===== src/rtl/regfile_wb_arbiter.sv =====
// regfile_wb_arbiter: merges ALU and load writebacks onto the single register-file
// write port. Each source feeds a small queue; queue heads are granted round-robin,
// except that when both heads target the same register the older one (by age tag)
// goes first so program order is kept. Port outputs and pend_mask are registered.
//
// last_grant | meaning
// LAST_ALU   | ALU head took the previous grant; MEM wins the next contested grant
// LAST_MEM   | MEM head took the previous grant (reset value); ALU wins the next one

module regfile_wb_arbiter #(
    parameter int DEPTH  = 2,
    parameter int ADDR_W = 5,
    parameter int DATA_W = 32,
    parameter int SEQ_W  = 3
) (
    input  logic                    clk_i,
    input  logic                    rst_i,
    input  logic                    alu_valid_i,
    output logic                    alu_ready_o,
    input  logic [ADDR_W-1:0]       alu_reg_i,
    input  logic [DATA_W-1:0]       alu_data_i,
    input  logic                    mem_valid_i,
    output logic                    mem_ready_o,
    input  logic [ADDR_W-1:0]       mem_reg_i,
    input  logic [DATA_W-1:0]       mem_data_i,
    output logic [ADDR_W-1:0]       reg_write_o,
    output logic [DATA_W-1:0]       write_data_o,
    output logic                    regwrite_con_o,
    output logic [(2**ADDR_W)-1:0]  pend_mask_o,
    output logic [$clog2(DEPTH):0]  alu_count_o,
    output logic [$clog2(DEPTH):0]  mem_count_o
);

    localparam int PTR_W = $clog2(DEPTH);
    localparam int CNT_W = PTR_W + 1;
    localparam int NREG  = 2**ADDR_W;
    localparam int ALU   = 0;
    localparam int MEM   = 1;

    localparam logic [CNT_W-1:0] FULL = CNT_W'(DEPTH);
    localparam logic [SEQ_W-1:0] HALF = SEQ_W'(1 << (SEQ_W - 1));

    typedef enum logic {
        LAST_ALU = 1'b0,
        LAST_MEM = 1'b1
    } last_e;

    last_e last_q, last_d;

    // Source-indexed views of the two request ports (0 = ALU, 1 = MEM)
    logic [1:0]        in_valid;
    logic [ADDR_W-1:0] in_reg  [2];
    logic [DATA_W-1:0] in_data [2];

    logic [1:0] in_ready;
    logic [1:0] enq;
    logic [1:0] grant;
    logic [1:0] nonempty;

    logic [ADDR_W-1:0] q_reg_q  [2][DEPTH];
    logic [ADDR_W-1:0] q_reg_d  [2][DEPTH];
    logic [DATA_W-1:0] q_data_q [2][DEPTH];
    logic [SEQ_W-1:0]  q_seq_q  [2][DEPTH];

    logic [PTR_W-1:0] wr_q [2], wr_d [2];
    logic [PTR_W-1:0] rd_q [2], rd_d [2];
    logic [CNT_W-1:0] cnt_q [2], cnt_d [2];

    logic [ADDR_W-1:0] head_reg  [2];
    logic [DATA_W-1:0] head_data [2];
    logic [SEQ_W-1:0]  head_seq  [2];

    logic [SEQ_W-1:0] seq_q, seq_d;
    logic [SEQ_W-1:0] enq_seq [2];
    logic [SEQ_W-1:0] seq_diff;
    logic             alu_older;

    logic              wcon_q, wcon_d;
    logic [ADDR_W-1:0] wreg_q, wreg_d;
    logic [DATA_W-1:0] wdata_q, wdata_d;
    logic [NREG-1:0]   pend_q, pend_d;
    logic [PTR_W-1:0]  slot_off;

    assign in_valid      = {mem_valid_i, alu_valid_i};
    assign in_reg[ALU]   = alu_reg_i;
    assign in_reg[MEM]   = mem_reg_i;
    assign in_data[ALU]  = alu_data_i;
    assign in_data[MEM]  = mem_data_i;

    // Ready comes only from registered occupancy; writes to r0 are swallowed at the door
    always_comb begin
        in_ready = '0;
        enq      = '0;
        for (int s = 0; s < 2; s++) begin
            in_ready[s] = (cnt_q[s] < FULL);
            enq[s]      = in_valid[s] && in_ready[s] && (in_reg[s] != '0);
        end
    end

    // Age tags: ALU takes the current value, MEM the next one if both enqueue together
    always_comb begin
        enq_seq[ALU] = seq_q;
        enq_seq[MEM] = seq_q + {{(SEQ_W-1){1'b0}}, enq[ALU]};
        seq_d        = enq_seq[MEM] + {{(SEQ_W-1){1'b0}}, enq[MEM]};
    end

    // Queue head fields, read from registered storage only
    always_comb begin
        nonempty = '0;
        for (int s = 0; s < 2; s++) begin
            nonempty[s]  = (cnt_q[s] != '0);
            head_reg[s]  = q_reg_q[s][rd_q[s]];
            head_data[s] = q_data_q[s][rd_q[s]];
            head_seq[s]  = q_seq_q[s][rd_q[s]];
        end
    end

    // Wrap-aware age compare: ALU is older when MEM's tag is 1..HALF-1 ahead
    assign seq_diff  = head_seq[MEM] - head_seq[ALU];
    assign alu_older = (seq_diff != '0) && (seq_diff < HALF);

    // Arbitration and last-grant next state
    always_comb begin
        grant  = 2'b00;
        last_d = last_q;
        if (nonempty[ALU] && nonempty[MEM]) begin
            if (head_reg[ALU] == head_reg[MEM]) begin
                grant = alu_older ? 2'b01 : 2'b10;
            end else begin
                grant = (last_q == LAST_MEM) ? 2'b01 : 2'b10;
            end
        end else if (nonempty[ALU]) begin
            grant = 2'b01;
        end else if (nonempty[MEM]) begin
            grant = 2'b10;
        end
        if (grant[ALU]) begin
            last_d = LAST_ALU;
        end else if (grant[MEM]) begin
            last_d = LAST_MEM;
        end
    end

    // Last-grant state register
    always_ff @(posedge clk_i) begin
        if (rst_i) begin
            last_q <= LAST_MEM;
        end else begin
            last_q <= last_d;
        end
    end

    // Queue pointer, occupancy and register-field next state
    always_comb begin
        for (int s = 0; s < 2; s++) begin
            wr_d[s]  = wr_q[s] + PTR_W'(enq[s]);
            rd_d[s]  = rd_q[s] + PTR_W'(grant[s]);
            cnt_d[s] = cnt_q[s] + CNT_W'(enq[s]) - CNT_W'(grant[s]);
            for (int i = 0; i < DEPTH; i++) begin
                q_reg_d[s][i] = q_reg_q[s][i];
            end
            if (enq[s]) begin
                q_reg_d[s][wr_q[s]] = in_reg[s];
            end
        end
    end

    // Write-port next state: load on a grant, otherwise only drop the enable
    always_comb begin
        wcon_d  = |grant;
        wreg_d  = wreg_q;
        wdata_d = wdata_q;
        if (grant[ALU]) begin
            wreg_d  = head_reg[ALU];
            wdata_d = head_data[ALU];
        end else if (grant[MEM]) begin
            wreg_d  = head_reg[MEM];
            wdata_d = head_data[MEM];
        end
    end

    // Pending mask built from the post-edge queue contents plus the post-edge port
    always_comb begin
        pend_d   = '0;
        slot_off = '0;
        for (int s = 0; s < 2; s++) begin
            for (int i = 0; i < DEPTH; i++) begin
                slot_off = PTR_W'(i) - rd_d[s];
                if ({1'b0, slot_off} < cnt_d[s]) begin
                    pend_d[q_reg_d[s][i]] = 1'b1;
                end
            end
        end
        if (wcon_d) begin
            pend_d[wreg_d] = 1'b1;
        end
        pend_d[0] = 1'b0;
    end

    // Control state: pointers, counts, sequence counter, port and mask registers
    always_ff @(posedge clk_i) begin
        if (rst_i) begin
            for (int s = 0; s < 2; s++) begin
                wr_q[s]  <= '0;
                rd_q[s]  <= '0;
                cnt_q[s] <= '0;
            end
            seq_q   <= '0;
            wcon_q  <= 1'b0;
            wreg_q  <= '0;
            wdata_q <= '0;
            pend_q  <= '0;
        end else begin
            for (int s = 0; s < 2; s++) begin
                wr_q[s]  <= wr_d[s];
                rd_q[s]  <= rd_d[s];
                cnt_q[s] <= cnt_d[s];
            end
            seq_q   <= seq_d;
            wcon_q  <= wcon_d;
            wreg_q  <= wreg_d;
            wdata_q <= wdata_d;
            pend_q  <= pend_d;
        end
    end

    // Queue storage; contents are qualified by the counts, so no reset needed
    always_ff @(posedge clk_i) begin
        for (int s = 0; s < 2; s++) begin
            for (int i = 0; i < DEPTH; i++) begin
                q_reg_q[s][i] <= q_reg_d[s][i];
            end
            if (enq[s]) begin
                q_data_q[s][wr_q[s]] <= in_data[s];
                q_seq_q[s][wr_q[s]]  <= enq_seq[s];
            end
        end
    end

    assign alu_ready_o    = in_ready[ALU];
    assign mem_ready_o    = in_ready[MEM];
    assign alu_count_o    = cnt_q[ALU];
    assign mem_count_o    = cnt_q[MEM];
    assign regwrite_con_o = wcon_q;
    assign reg_write_o    = wreg_q;
    assign write_data_o   = wdata_q;
    assign pend_mask_o    = pend_q;

endmodule

===== config.mk =====
export PLATFORM = sky130hd
export DESIGN_NAME = regfile_wb_arbiter
export DESIGN_NICKNAME = d
export VERILOG_FILES = /design/src/rtl/regfile_wb_arbiter.sv
export SDC_FILE = /design/constraint.sdc
export NUM_CORES = 1
export LEC_CHECK = 0
export CAP_MARGIN = 20
export CORE_MARGIN = 1.5
export CORE_UTILIZATION = 39
export DETAILED_ROUTE_END_ITERATION = 12
export PLACE_DENSITY = 0.63
export SLEW_MARGIN = 20
export SYNTH_ARGS = -nofsm -noshare
export SYNTH_HDL_FRONTEND = slang
export SYNTH_SLANG_ARGS = --single-unit

===== constraint.sdc =====
create_clock -name clk_i -period 8.65 [get_ports clk_i]
set_input_delay 1.73 -clock clk_i [delete_from_list [all_inputs] [get_ports clk_i]]
set_output_delay 1.73 -clock clk_i [all_outputs]
set_load 0.03 [all_outputs]

== Word level (Yosys, flattened, before mapping) ==
Memories as Yosys holds them, arrays and structs flattened.
Cells that the tools add are included.
Widths: inputs -> output; s select.
Word-level totals
  bits in registers: 74
  bits in latches: 0
  memory bits (writable): 168
  memory bits (read-only): 0
  input bits: 78
  output and inout port bits: 76
  word-level logic and storage cells: 162
  memories: 6
Cells by class
  $add $sub $neg: 15
  $mul: 0
  divide/modulo/power cells: 0
  order comparisons: 23
  equal/unequal tests: 1
  shift operators: 0
  muxes and demuxes: 76
  bitwise gates (word level): 14
  reduce and logical (&&, ||, !) cells: 20
Memories
  q_data_q: depth 2, width 64, rd ports 2, clocked after memory_dff 0, wr ports 2, line 62  | logic [DATA_W-1:0] q_data_q [2][DEPTH];
  q_reg_q: depth 2, width 10, rd ports 2, clocked after memory_dff 0, wr ports 2, line 60  | logic [ADDR_W-1:0] q_reg_q [2][DEPTH];
  q_seq_q: depth 2, width 6, rd ports 2, clocked after memory_dff 0, wr ports 2, line 63  | logic [SEQ_W-1:0] q_seq_q [2][DEPTH];
  cnt_q: depth 2, width 2, rd ports 2, clocked after memory_dff 0, wr ports 2, line 67  | logic [CNT_W-1:0] cnt_q [2], cnt_d [2];
  rd_q: depth 2, width 1, rd ports 2, clocked after memory_dff 0, wr ports 2, line 66  | logic [PTR_W-1:0] rd_q [2], rd_d [2];
  wr_q: depth 2, width 1, rd ports 2, clocked after memory_dff 0, wr ports 2, line 65  | logic [PTR_W-1:0] wr_q [2], wr_d [2];
Operators by type and width (number)
  $mux 32: 15
  $mux 64: 2
  $or 32x32->32: 4
  $demux 32 s1: 2
  $mux 5: 10
  $lt 5x6->1 const B: 5
  $demux 1 s5: 5
  $ge 5x1->1 const B: 5
  $mux 3: 8
  $bwmux 10: 2
  $mux 10: 2
  $mux 1: 16
  $mux 2: 8
  $logic_and 1x1->1: 13
  $mux 6: 2
  $demux 5 s1: 2
  $reduce_bool 5->1: 2
  $ge 2x2->1 const B: 4
  $lt 1x2->1: 4
  $not 1->2: 4
  $add 3x1->3: 2
  $demux 3 s1: 2
  $or 1x1->1: 6
  $reduce_bool 2->1: 3
  other kinds (11): 21

== Longest topological paths before layout ==
An unclocked memory read counts as a cell.
  depth in word-level cells: 23
  depth in mapped cells: 26
  mapped depth without buffers: 20

== Worst setup path before layout ==
No wires, ideal clock.
  kind: register to register
  start: memory rd_q[0][1] (netlist bit)
  end: register pend_q[30], in the netlist pend_mask_o[30]
  library setup time: 120 ps
  arrival: 5472 ps
  data required time: 8530 ps
  path slack: 3059 ps
  cell stages (with the launch flop): 27
  path buffers: 6
  clock period less this slack: 5591 ps
  cell sequence: dfxtp_1 -> buf_4 -> buf_1 -> buf_1 -> mux2_2 -> ha_1 -> nand2b_1 -> nand2_1 -> mux2i_1 -> o2111ai_1 -> nand2_4 -> buf_8 -> clkinv_1 -> clkbuf_1 -> ha_1 -> inv_1 -> ha_1 -> xor2_1 -> nor2_1 -> o21ai_0 -> and2_1 -> a31oi_4 -> nand2_1 -> and3_1 -> buf_2 -> a22o_1 -> a211o_1
RTL lines
  start, declared: line 66
  end signal, assigned: line 223  | pend_q <= pend_d;
  end, declared: line 81  | logic [NREG-1:0] pend_q, pend_d;

==> summary.md <==
| Metric | Value |
|---|---|
| Multiplexer share of the synthesized area | `0.0993` |
| CP arrival | `6.14 ns` |
| Mapped Nets | `977` |
| Die width | `168 µm` |
| Post-layout util | `0.494` |
| Crit start category | `flip-flop` |
| Reg clk slew, reported paths | `0.06 ns` |
| Crit path capture | `pend_mask_o[30]` |
| R2r startpoint | `rd_q[0][1]` |
| Final setup viols | `0` |
| Critical Setup Path Class | `flip-flop to flip-flop` |
| Tot Pwr | `5.28 mW` |
| Hold Crit Depth | `1` |
| Adder-Cell Fraction of Synth Area | `0.0165` |
| First-pass GRT wire length | `approximately 44000 µm` |
| Worst Setup End Kind | `flip-flop` |
| Post-Syn Instances | `885` |
| CTS Buffer Depth | `3` |
| Post-CTS sizing | `0` |
| Worst slew margin | `0.341` |
| Reg2reg setup slack | `just under 3 ns` |
| Layout Cells excl Fill | `roughly 1400` |
| Initial core utilization | `0.395` |
| Post-synthesis xor/xnor area fraction | `0.00992` |
| Hpwl dp | `20700 µm` |
| Fill cells | `roughly 2400` |
| Gr busiest metal | `met2` |
| Critical path peak fanout | `39` |
| P&R area growth vs syn | `25.0%` |
| Flip-flop and latch count after synthesis | `roughly 240` |
| CTS tree | `built` |
| Multi-input logic area | `roughly 4000 µm²` |
| Core area | `roughly 27000 µm²` |
| Register area share after synthesis | `0.588` |
| Vias in the first global route | `~7600` |
| RSZ-0062 raised after global routing | `false` |
| Peak supply drop | `approximately 280 µV` |
| Mean routed wirelength per cell | `21.1 µm` |
| Layout Nets | `1117` |
| Final hold vios | `0` |
| Met3 GRT Util | `0.0362` |
| IO buf count | `between 150 and 200` |
| Crit share post-route | `0.661` |
| Met2 GRT Util | `0.346` |
| Top FF cell, synth | `edfxtp_1` |
| R2r endpoint | `pend_mask_o[30]` |
| Antenna violations before repair | `1` |
| Simple-gate share of the synthesized area | `0.115` |
| Die area | `28200 µm²` |
| Post-synth ARST share | `0` |
| Post-synth EDFFs | `140` |
| Std cell rows | `60` |
| Layout cells sized above 1 | `0.0756` |
| Syn_area_per_cell | `12.0 µm²` |
| DR vias/cell | `5.53` |
| Least-Margin Pin Slew | `a little under 1 ns` |
| Hold buffers post-CTS | `0` |
| # H-tree levels | `1` |
| WL final | `29200 µm` |
| Fmax | `175 MHz` |
| Number of top-level pins | `~150` |
| TritonRoute pass-1 iters | `5` |
| Met1 usage | `0.262` |
| Placed inst area | `12400 µm²` |
| Largest family of logic cells by synthesized area | `compound AO/OA/AOI/OAI gates` |
| Drc violations | `0` |
| Reg2reg path depth | `20` |
| Fin area | `13200 µm²` |
| Clk sinks | `241` |
| Req. time, crit path | `just over 9 ns` |
| TNS Setup | `0 ns` |
| Most frequent cells in the layout | `151 x clkdlybuf4s50_1, 140 x edfxtp_1, 106 x nand2_1` |
| Global Route Usage Sum | `0.206` |
| Total of max-cap violations | `0` |
| Synth cell types | `64` |
| Slew Limit Fails | `0` |
| P per Cell Area | `399 nW/µm²` |
| Tightest Hold Check Type | `flip-flop to flip-flop` |
| # placed instances | `1338` |
| Inserted Clock Buffers | `26` |
| CTS Root Cell | `clkbuf_16` |
| Worst setup path startpoint | `rd_q[0][1]` |
| Synth Area in Compound Gates | `0.141` |
| Post-CTS setup buffers | `0` |
| Layout Skew | `0.0141 ns` |
| Warnings, synthesis | `0` |
| Clock period minus worst slack | `5.72 ns` |
| LEAKAGE | `between 4 and 5 nW` |
| Largest net degree at the start of global routing | `48` |
| Status | `completed` |
| Register area | `6230 µm²` |
| Most common cell after layout, fill and taps aside | `clkdlybuf4s50_1` |
| Gpl congestion | `about 0.88` |
| Routed vias | `7675` |
| Clock latency on the worst-skew pair | `approximately 0.54 ns` |
| Mapped cell area | `10600 µm²` |
| Final antenna-violating net count | `0` |
| Initial drt markers | `roughly 490` |
| Die extent in y | `around 170 µm` |
| Total gr overflow | `0` |
stage by stage:
stage	worst slack (ns)	hold WS [ns]
3_3_place_gp	2.99	0.451
3_5_place_dp	2.94	0.460
2_1_floorplan	3.06	0.432
4_1_cts	2.90	0.473
5_1_grt	2.52	0.494
6_report	2.93	0.468
sequential cells by signal (all words and copies together), names as in the netlist:
signal,count
last_q,1
q_seq_q,12
pend_mask_o,31
regwrite_con_o,1
seq_q,3
wr_q,2
q_reg_q,20
rd_q,2
write_data_o,32
reg_write_o,5
cnt_q,4
q_data_q,128
cells in the mapped netlist (6+ instances only):
cell type,count,area (µm²)
o21ai_0,21,105
buf_2,6,30.0
and2_1,8,50.1
nand2_1,106,398
nor2b_1,11,68.8
a32o_1,35,350
mux2_2,11,124
o22ai_1,22,138
o32ai_1,15,131
ha_1,14,175
dfxtp_1,101,2020
inv_1,25,93.8
nor2_1,64,240
nand3b_1,9,67.6
edfxtp_1,140,4200
or3_1,12,75.1
a32oi_1,12,105
a221oi_1,14,123
o211ai_1,7,52.6
nand2b_1,12,75.1
a21oi_1,12,60.1
nor3_1,11,55.1
xnor2_1,7,61.3
clkbuf_1,32,120
mux2i_1,90,901
nand3_1,16,80.1
cell families after synthesis:
family / after synthesis
xor+xnor: 12
flops: 241
fa+ha+maj: 14
mux: 103
other cells: 1
simple gates: 264
compound gates: 176
buf+inv: 74
worst min path at each step:
stage / from / to / slack (ns)
floorplan: seq_q[0] / q_seq_q[0][0] / 0.43
global placement: seq_q[2] / q_seq_q[0][2] / 0.45
detailed placement: write_data_o[6] / write_data_o[6] / 0.46
CTS: write_data_o[6] / write_data_o[6] / 0.47
global route: write_data_o[14] / write_data_o[14] / 0.49
finish: write_data_o[6] / write_data_o[6] / 0.47
layout make-up:
class	count	share of cell area
Clock buffer	32	0.0508
Antenna cell	1	0.000189
Tap cell	341	0.0322
Inverter	27	0.00765
Sequential cell	241	0.470
Timing Repair Buffer	159	0.118
Multi-Input combinational cell	570	0.307
Clock inverter	16	0.0132
report_power, final:
group / internal [mW] / total [mW] / switching [mW]
registers: 1.52 / 1.71 / 0.184
logic: 0.889 / 2.46 / 1.57
clock network: 0.645 / 1.11 / 0.466
total: 3.06 / 5.28 / 2.22
routing by layer:
layer / routed length, µm / part of all wire / vias to the layer above
met5: 0 / 0 / -
met4: 1350 / 0.046 / 0
met3: 1580 / 0.054 / 68
met2: 13800 / 0.47 / 257
met1: 12500 / 0.43 / 3723
li1: - / - / 3627
worst max-delay path, cell delays in order (launching register included):
cell and delay (ns):
dfxtp_2 0.77, mux2_2 0.41, ha_1 0.30, nand2b_1 0.09
nand2_1 0.05, mux2i_1 0.28, o2111ai_1 0.37, nand2_4 0.53
clkinv_1 0.12, buf_4 0.28, ha_1 0.33, inv_1 0.04
ha_1 0.17, xor2_1 0.15, nor2_1 0.15, o21ai_0 0.10
nand2_1 0.09, o221ai_2 0.34, and3_1 0.46, a22o_1 0.24
a211o_1 0.29
Note: power is estimated with default switching activity, not from simulation.
